`src/rtl/parking_gate_controller_if.sv`:
```
// Lane sensor inputs and gate/status outputs of the parking gate controller.
// The controller connects through slave; the environment that drives the sensors connects through master.
interface parking_gate_controller_if;
  logic       entry_motion;
  logic       exit_motion;
  logic       entry_gate_open;
  logic       exit_gate_open;
  logic [3:0] occupancy;
  logic       full;
  logic       empty;
  logic       entry_denied;

  modport master (
    output entry_motion,
    output exit_motion,
    input  entry_gate_open,
    input  exit_gate_open,
    input  occupancy,
    input  full,
    input  empty,
    input  entry_denied
  );

  modport slave (
    input  entry_motion,
    input  exit_motion,
    output entry_gate_open,
    output exit_gate_open,
    output occupancy,
    output full,
    output empty,
    output entry_denied
  );
endinterface

```
`src/rtl/parking_gate_controller.sv`:
```
// Two-lane parking gate controller: per-lane motion debouncer and IDLE/OPEN/HOLD gate FSM,
// shared saturating occupancy counter. Lane index 0 is the entry lane, 1 is the exit lane.
module parking_gate_controller #(
  parameter int CAPACITY  = 4,
  parameter int DEBOUNCE  = 3,
  parameter int OPEN_TIME = 8
) (
  input  logic                      clk,
  input  logic                      rst_n,
  parking_gate_controller_if.slave  bus
);

  localparam int         CW  = (DEBOUNCE > 1) ? $clog2(DEBOUNCE) : 1;
  localparam int         TW  = $clog2(OPEN_TIME + 1);
  localparam logic [3:0] CAP = 4'(CAPACITY);

  typedef enum logic [1:0] {
    IDLE = 2'd0,
    OPEN = 2'd1,
    HOLD = 2'd2
  } state_e;

  logic [1:0]    raw;
  logic [1:0]    deb_q, deb_d;
  logic [1:0]    rise_q, rise_d;
  logic [1:0]    fall_q, fall_d;
  logic [CW-1:0] cnt_q [2];
  logic [CW-1:0] cnt_d [2];

  state_e        st_q  [2];
  state_e        st_d  [2];
  logic [TW-1:0] tmr_q [2];
  logic [TW-1:0] tmr_d [2];
  logic [1:0]    gate_q, gate_d;
  logic [1:0]    pass;
  logic          denied_q, denied_d;
  logic [3:0]    occ_q, occ_d;
  logic          full;
  logic          empty;

  // Both directions on the same edge cancel; otherwise clamp to 0..CAPACITY.
  function automatic logic [3:0] occ_next(input logic [3:0] occ,
                                          input logic       inc,
                                          input logic       dec);
    logic [3:0] res;
    res = occ;
    if (inc && !dec) begin
      res = (occ >= CAP) ? CAP : occ + 4'd1;
    end else if (dec && !inc) begin
      res = (occ == 4'd0) ? 4'd0 : occ - 4'd1;
    end
    return res;
  endfunction

  assign raw   = {bus.exit_motion, bus.entry_motion};
  assign full  = (occ_q == CAP);
  assign empty = (occ_q == 4'd0);

  // Debounce: a run of DEBOUNCE mismatching samples flips deb; any matching sample restarts the run.
  always_comb begin
    deb_d  = deb_q;
    rise_d = '0;
    fall_d = '0;
    cnt_d  = cnt_q;
    for (int l = 0; l < 2; l++) begin
      if (raw[l] != deb_q[l]) begin
        if (cnt_q[l] == CW'(DEBOUNCE - 1)) begin
          deb_d[l]  = raw[l];
          cnt_d[l]  = '0;
          rise_d[l] = raw[l];
          fall_d[l] = ~raw[l];
        end else begin
          cnt_d[l] = cnt_q[l] + CW'(1);
        end
      end else begin
        cnt_d[l] = '0;
      end
    end
  end

  always_ff @(posedge clk or negedge rst_n) begin
    if (!rst_n) begin
      deb_q  <= '0;
      rise_q <= '0;
      fall_q <= '0;
      for (int l = 0; l < 2; l++) begin
        cnt_q[l] <= '0;
      end
    end else begin
      deb_q  <= deb_d;
      rise_q <= rise_d;
      fall_q <= fall_d;
      for (int l = 0; l < 2; l++) begin
        cnt_q[l] <= cnt_d[l];
      end
    end
  end

  // Gate FSMs; the full check sees the registered occupancy at the decision edge.
  always_comb begin
    st_d     = st_q;
    tmr_d    = tmr_q;
    pass     = '0;
    gate_d   = '0;
    denied_d = 1'b0;
    for (int l = 0; l < 2; l++) begin
      unique case (st_q[l])
        IDLE: begin
          if (rise_q[l]) begin
            if (l == 0 && full) begin
              denied_d = 1'b1;
            end else begin
              st_d[l] = OPEN;
            end
          end
        end
        OPEN: begin
          if (fall_q[l]) begin
            st_d[l]  = HOLD;
            tmr_d[l] = TW'(OPEN_TIME);
            pass[l]  = 1'b1;
          end
        end
        HOLD: begin
          if (rise_q[l]) begin
            st_d[l]  = OPEN;
            tmr_d[l] = '0;
          end else if (tmr_q[l] == TW'(1)) begin
            st_d[l]  = IDLE;
            tmr_d[l] = '0;
          end else begin
            tmr_d[l] = tmr_q[l] - TW'(1);
          end
        end
        default: begin
          st_d[l]  = IDLE;
          tmr_d[l] = '0;
        end
      endcase
      gate_d[l] = (st_d[l] != IDLE);
    end
  end

  assign occ_d = occ_next(occ_q, pass[0], pass[1]);

  always_ff @(posedge clk or negedge rst_n) begin
    if (!rst_n) begin
      gate_q   <= '0;
      denied_q <= 1'b0;
      occ_q    <= '0;
      for (int l = 0; l < 2; l++) begin
        st_q[l]  <= IDLE;
        tmr_q[l] <= '0;
      end
    end else begin
      gate_q   <= gate_d;
      denied_q <= denied_d;
      occ_q    <= occ_d;
      for (int l = 0; l < 2; l++) begin
        st_q[l]  <= st_d[l];
        tmr_q[l] <= tmr_d[l];
      end
    end
  end

  assign bus.entry_gate_open = gate_q[0];
  assign bus.exit_gate_open  = gate_q[1];
  assign bus.occupancy       = occ_q;
  assign bus.full            = full;
  assign bus.empty           = empty;
  assign bus.entry_denied    = denied_q;

endmodule
```
`src/flat_wrapper.sv`:
```
// flat-port wrapper written by rule: the top's interface ports become plain ports
module parking_gate_controller_flat 
#(
  parameter int CAPACITY  = 4,
  parameter int DEBOUNCE  = 3,
  parameter int OPEN_TIME = 8
)
  (clk, rst_n, bus_entry_motion, bus_exit_motion, bus_entry_gate_open, bus_exit_gate_open, bus_occupancy, bus_full, bus_empty, bus_entry_denied);
  parking_gate_controller_if bus_i ();
  input  logic clk;
  input  logic rst_n;
  input wire logic [$bits(bus_i.entry_motion)-1:0] bus_entry_motion;
  input wire logic [$bits(bus_i.exit_motion)-1:0] bus_exit_motion;
  output wire logic [$bits(bus_i.entry_gate_open)-1:0] bus_entry_gate_open;
  output wire logic [$bits(bus_i.exit_gate_open)-1:0] bus_exit_gate_open;
  output wire logic [$bits(bus_i.occupancy)-1:0] bus_occupancy;
  output wire logic [$bits(bus_i.full)-1:0] bus_full;
  output wire logic [$bits(bus_i.empty)-1:0] bus_empty;
  output wire logic [$bits(bus_i.entry_denied)-1:0] bus_entry_denied;
  assign bus_i.entry_motion = bus_entry_motion;
  assign bus_i.exit_motion = bus_exit_motion;
  assign bus_entry_gate_open = bus_i.entry_gate_open;
  assign bus_exit_gate_open = bus_i.exit_gate_open;
  assign bus_occupancy = bus_i.occupancy;
  assign bus_full = bus_i.full;
  assign bus_empty = bus_i.empty;
  assign bus_entry_denied = bus_i.entry_denied;
  parking_gate_controller #(.CAPACITY(CAPACITY), .DEBOUNCE(DEBOUNCE), .OPEN_TIME(OPEN_TIME)) u_core (.clk(clk), .rst_n(rst_n), .bus(bus_i));
endmodule
```
`config.mk`:
```
export PLATFORM = sky130hd
export DESIGN_NAME = parking_gate_controller_flat
export DESIGN_NICKNAME = d
export VERILOG_FILES = /design/src/rtl/parking_gate_controller_if.sv /design/src/rtl/parking_gate_controller.sv /design/src/flat_wrapper.sv
export SDC_FILE = /design/constraint.sdc
export NUM_CORES = 1
export LEC_CHECK = 0
export BUFFER_PORTS_ARGS = -buffer_cell sky130_fd_sc_hd__buf_2
export CAP_MARGIN = 20
export CORE_MARGIN = 1
export CORE_UTILIZATION = 60
export CTS_CLUSTER_SIZE = 24
export DETAILED_ROUTE_END_ITERATION = 8
export PLACE_DENSITY = 0.88
export SYNTH_ARGS = -nofsm -noshare
export SYNTH_HDL_FRONTEND = slang
export SYNTH_SLANG_ARGS = --single-unit
```
`constraint.sdc`:
```
create_clock -name clk -period 3.65 [get_ports clk]
set_input_delay 0.1825 -clock clk [delete_from_list [all_inputs] [get_ports clk]]
set_output_delay 0.1825 -clock clk [all_outputs]
set_load 0.02 [all_outputs]
```
Yosys cells after proc, flatten, opt, wreduce, memory -nomap -nowiden. Cells that the tools add are included. Widths: inputs -> output; s select.

Bits in registers: 29. Bits in latches: 0. Bits in writable memories: 0. ROM bits: 0. Word-level logic and storage cells: 93. Memories kept: 0.

$add $sub $neg: 6. Multipliers: 0. Divide/modulo/power cells: 0. Magnitude comparators: 1. Equal/unequal tests: 13. Shift-type cells: 0. Multiplexer cells: 42. Bitwise logic cells: 4. Reductions and logical operators: 14.

Operators by type and width (count): $mux 4 (10); $mux 2 (13); $pmux 4 s3 (2); $mux 1 (15); $pmux 2 s3 (2); $sub 4x1->4 const B (3); $eq 2x2->1 const B (4); $eq 4x1->1 const B (2); $reduce_and 2->1 (4); $reduce_bool 2->1 (3); $add 2x1->2 const B (2); $add 4x1->4 const B (1); $eq 2x1->1 const B (2); $eq 4x3->1 const B (1); $ge 4x3->1 const B (1); $logic_not 2->1 (2); $logic_not 4->1 (1); $ne 2x1->1 const B (2); $not 1->1 (4); $logic_and 1x1->1 (2); $logic_not 1->1 (2); $ne 1x1->1 (2).

Longest topological paths before layout.
Word-level depth: 6. Gate-level depth with buffers: 8. Depth with buffers taken out: 8.

Least setup slack after synthesis. No wires, ideal clock.

Path kind: reg2reg. Start point: reg u_core.occ_q[0], in the netlist u_core.bus.occupancy[0]. End point: reg u_core.occ_q[1], in the netlist u_core.bus.occupancy[1]. Library setup time: 0.129 ns. Arrival time: 1.834 ns. Slack: 1.687 ns. Cell stages (with the launch flop): 7. Buffers on the path: 0. Period minus slack after synthesis: 1.963 ns. Cell sequence: dfrtp_1 -> inv_1 -> ha_1 -> nor3b_1 -> nor3_1 -> a311oi_1 -> a21oi_1.

Cells in the longest elaborated chain, start to end: 4. Elaborated cells on any way between the ends: 8.

Ends and longest elaborated chain: from (decl) (RTL line parking_gate_controller.sv:37) `logic [3:0] occ_q, occ_d;`; from (signal assigned) (RTL line parking_gate_controller.sv:150) `occ_q <= '0;`; from (signal assigned) (RTL line parking_gate_controller.sv:158) `occ_q <= occ_d;`; $logic_not 4->1; net bus_empty (RTL line flat_wrapper.sv:18) `output wire logic [$bits(bus_i.empty)-1:0] bus_empty;`; $mux 4 (RTL line parking_gate_controller.sv:50) `res = (occ == 4'd0) ? 4'd0 : occ - 4'd1;`; $mux 4 (RTL line parking_gate_controller.sv:49) `end else if (dec && !inc) begin`; $mux 4 (RTL line parking_gate_controller.sv:47) `if (inc && !dec) begin`.

The timed path passes the listed nets, and every way through them passes these cells. The select of a mux whose other input is x is not followed. A chain may end at the register's enable or synchronous reset.

Worst setup path after layout.
Start point: reg u_core.occ_q[1], in the netlist u_core.bus.occupancy[1]. End point: out bus_empty.

Cells in the longest elaborated chain, start to end: 1.

Ends and longest elaborated chain: $logic_not 4->1 (RTL line parking_gate_controller.sv:57) `assign empty = (occ_q == 4'd0);`; to (decl) (RTL line flat_wrapper.sv:18).

Every way passes these cells.

==> results <==
- In the global route stage, overall resource usage came out at 0.243.
- The arrival time of data at the critical path endpoint is 1.70 ns.
- The run finished with clean final reports.
- The buffer type at the clock tree root is clkbuf_4.
- Of all nets on the critical path, the largest fanout is 4.
- The total nets after synthesis is 183.
- Compared with the post-synthesis result, the final layout area differs by 10.4%.
- Walking the worst path, the cells encountered are inv_1 > ha_1 > nor3b_1 > buf_2.
- The worst stage delay on the critical path is 0.43 ns.
- The post-synthesis instance area is 0.00161 sq mm.
- The number of fill cells in the layout is 185.
- The core region is 0.00250 sq mm.
- The post-detailed-placement cell area is 0.00171 sq mm.
- The first-pass GRT wire length is 4870 microns.
- The worst voltage drop across the vdd grid is 0.000550 V.
- The post-detailed-placement half-perimeter wirelength is 2140 microns.
- The share of layout cells above drive strength 1 is 0.158.
- The initial core utilization is 0.644.
- The clock tree from TritonCTS is built.
- Of the total power, the clock network draws 0.159.
- The share of the yosys chip area belonging to registers is 0.451.
- Clock-pin slew was measured on the worst setup and hold paths at 0.10 ns.
- The logic gate share of total power is 0.457.
- On the final layout, the worst clock skew is 0.0116 ns.
- The number of port buffers is 12.
- The part of the cycle the worst path needs is 0.515.
- The number of warnings printed during yosys synthesis is 0.
- The horizontal die dimension is 53.8 microns.
- The die covers 0.00289 sq mm.
- Of the post-synthesis cell area, the dominant cell type holds 0.451.
- The final-report setup violation count is 0.
- The total negative setup slack is 0 ns.
- The number of rows created at floorplan is 18.
- The average cell area after synthesis is 9.87 sq um.
- The critical path launch point type is a flip-flop.
- Counting flops and latches in the post-synthesis netlist gives 29.
- Entering global routing, the biggest net connects 30 pins.
- The total non-filler cell area in the finished layout is 0.00178 sq mm.
- For this run, the detailed router's first-pass iteration total came to 4.
- The maximum number of buffers from clock root to sink is 2.
- 13 I/O pins were placed.
- The average detailed-routed wire length per instance is 13.5 microns.
- In the layout the commonest cells are dfrtp_1 (29), inv_1 (20), ha_1 (16).
- The H-tree was split into 2 levels.
- The TritonCTS buffer count is 5.
- The total inserted antenna cells is 0.
- The sequential cells in the finished layout cover a total of 726 sq um.
- The count of final max-slew check failures came to 0.
- After technology mapping, the gate count stands at 163.
- For this block, the routed nets add up to 2890 microns of wire.
- In this run, synthesis inferred 0 flip-flops with an integrated enable.
- The routed layout has 1244 vias.
- The initial antenna violation count is 0.
- The mean number of vias per cell is 5.81.
- The remaining global-route overflow is 0.
- For this run, the post-layout net count is 203.
- The cell with the largest stage delay on the worst path is dfrtp_1.
- The die height is 53.8 microns.
- The post-cts repair resize count is 0.
- Setup repair after global routing left no endpoint under its margin.
- The most used flip-flop cell after synthesis is dfrtp_1.
- The detailed router finished its first iteration with 37 violations.
- The required arrival time at the worst endpoint is 3.47 ns.
- Grouping stages by cell kind, the critical path spends the most delay in flip-flops.
- Static timing analysis puts the maximum clock frequency at 532 MHz.
- The power per cell area is 712 mW/mm^2.
- The number of global-route vias before repair is 1165.
- Yosys attributes the largest share of cell area to dfrtp_1 (45%), ha_1 (12%), inv_1 (4.7%), o21ai_0 (3.1%), nor2_1 (3.0%).
- The worst slack on hold paths is 0.0970 ns.
- The minimum clock period after layout is 1.88 ns.
- At the pin with the least slew margin, the transition time is 0.628 ns.
- The weighted congestion reported at the end of routability-driven placement is 0.914.
- The internal power is 713 uW.
- The category of the worst setup path capture point is a primary output.
- Of the total power, the share spent switching nets is 0.436.
- The max-slew headroom at the worst pin is 0.582.
- The clock net in this run drives a total of 29 sinks.
- The fraction of power consumed by sequential logic is 0.384.
- The net switching power of the design is 552 uW.
- The most common cell after layout, fill and taps aside is dfrtp_1.
- In the final layout, the multi-input gates occupy 808 sq um.
- Of all cell types, the one taking the most synthesized area is dfrtp_1.
- In the routed design, unresolved DRC markers number 0.
- The buffers plus inverters on the worst setup path is 2.
- The leakage power figure is 0.843 nW.
- The worst hold path belongs to the class primary input to flip-flop.
- For this run, asynchronously set or reset flops after synthesis account for 1.00.
- The class of the most critical setup path is flip-flop to primary output.
- The detail route stage leaves a number of antenna-violating nets equal to 0.
- In this run, distinct cell masters in the synthesized netlist total 40.
- The final count of hold timing violations is 0.
- The clock reaches the later pin of the worst-skew pair after 0.33 ns.
- The tool flagged a number of max-cap violations equal to 0.
## cells in the mapped netlist (3+ instances only)
cell type	number
nand3_1	3
a31oi_1	5
nor2_1	13
inv_1	20
a21oi_1	8
nand3b_1	4
o21ai_0	10
nand2b_1	5
a211oi_1	4
ha_1	16
nand2_1	11
dfrtp_1	29
## kinds of logic (layout without fill, tap and decap cells)
logic type | after synthesis | in the layout | synth area share
buf+inv | 20 | 41 | 0.0467
fa+ha+maj | 16 | 16 | 0.124
compound gates | 43 | 43 | 0.176
mux | 3 | 3 | 0.0202
simple gates | 52 | 52 | 0.182
flops | 29 | 29 | 0.451
## state kept, by name, summed over array words and instances, names as in the netlist
register / flops
u_core.deb_q: 2
u_core.cnt_q: 4
u_core.gate_q: 2
u_core.tmr_q: 8
u_core.rise_q: 2
u_core.bus.entry_denied: 1
u_core.fall_q: 2
u_core.bus.occupancy: 4
u_core.st_q: 4
## routing by layer
layer	track usage	vias up	routed length [microns]
met2	0.397	25	1440
met1	0.291	601	1310
met5	0	-	0
met4	0.132	0	49
li1	-	611	-
met3	0.0621	7	88
## final cells by class
type / instances / share of cell area
clock buffers: 5 / 0.0211
inverters: 20 / 0.0423
repair buffers: 13 / 0.0394
flip-flops and latches: 29 / 0.408
multi-input cells: 114 / 0.455
clock inverters: 3 / 0.0127
well taps: 30 / 0.0211
## final timing paths
kind	start	to	slack, ns	cells past startpoint
hold reg to reg	u_core.cnt_q[0]	u_core.cnt_q[0]	0.45	1
max in group asynchronous	rst_n	u_core.tmr_q[2]	2.85	2
hold / removal	bus_entry_motion	u_core.deb_q[0]	0.1	2
min in group asynchronous	rst_n	u_core.bus.entry_denied	0.39	2
setup reg to reg	u_core.st_q[3]	u_core.bus.occupancy[1]	1.86	8
setup / recovery	u_core.bus.occupancy[1]	bus_empty	1.77	4
## per-stage QoR
stage	worst slack, ns	cells	util	power [mW]
after floorplan	1.69	163	-	0.904
after global placement	1.97	205	0.683	1.02
after detailed placement	1.90	205	0.683	1.06
after CTS	1.79	214	0.711	1.26
after global routing	1.62	214	0.711	1.35
final	1.77	214	0.711	1.26
## power by group through the flow
stage	registers [mW]	logic [mW]	clock network (mW)
final	0.486	0.577	0.201
after global routing	0.497	0.639	0.217
after CTS	0.483	0.572	0.206
after detailed placement	0.490	0.568	0
after global placement	0.480	0.544	0
after floorplan	0.505	0.398	0
## repair_timing
action	in CTS	in global routing
hold buffers	1	0
buffers inserted	0	0
hold endpoints to repair	29	0
No activity file was read; power rests on OpenSTA's default activity.
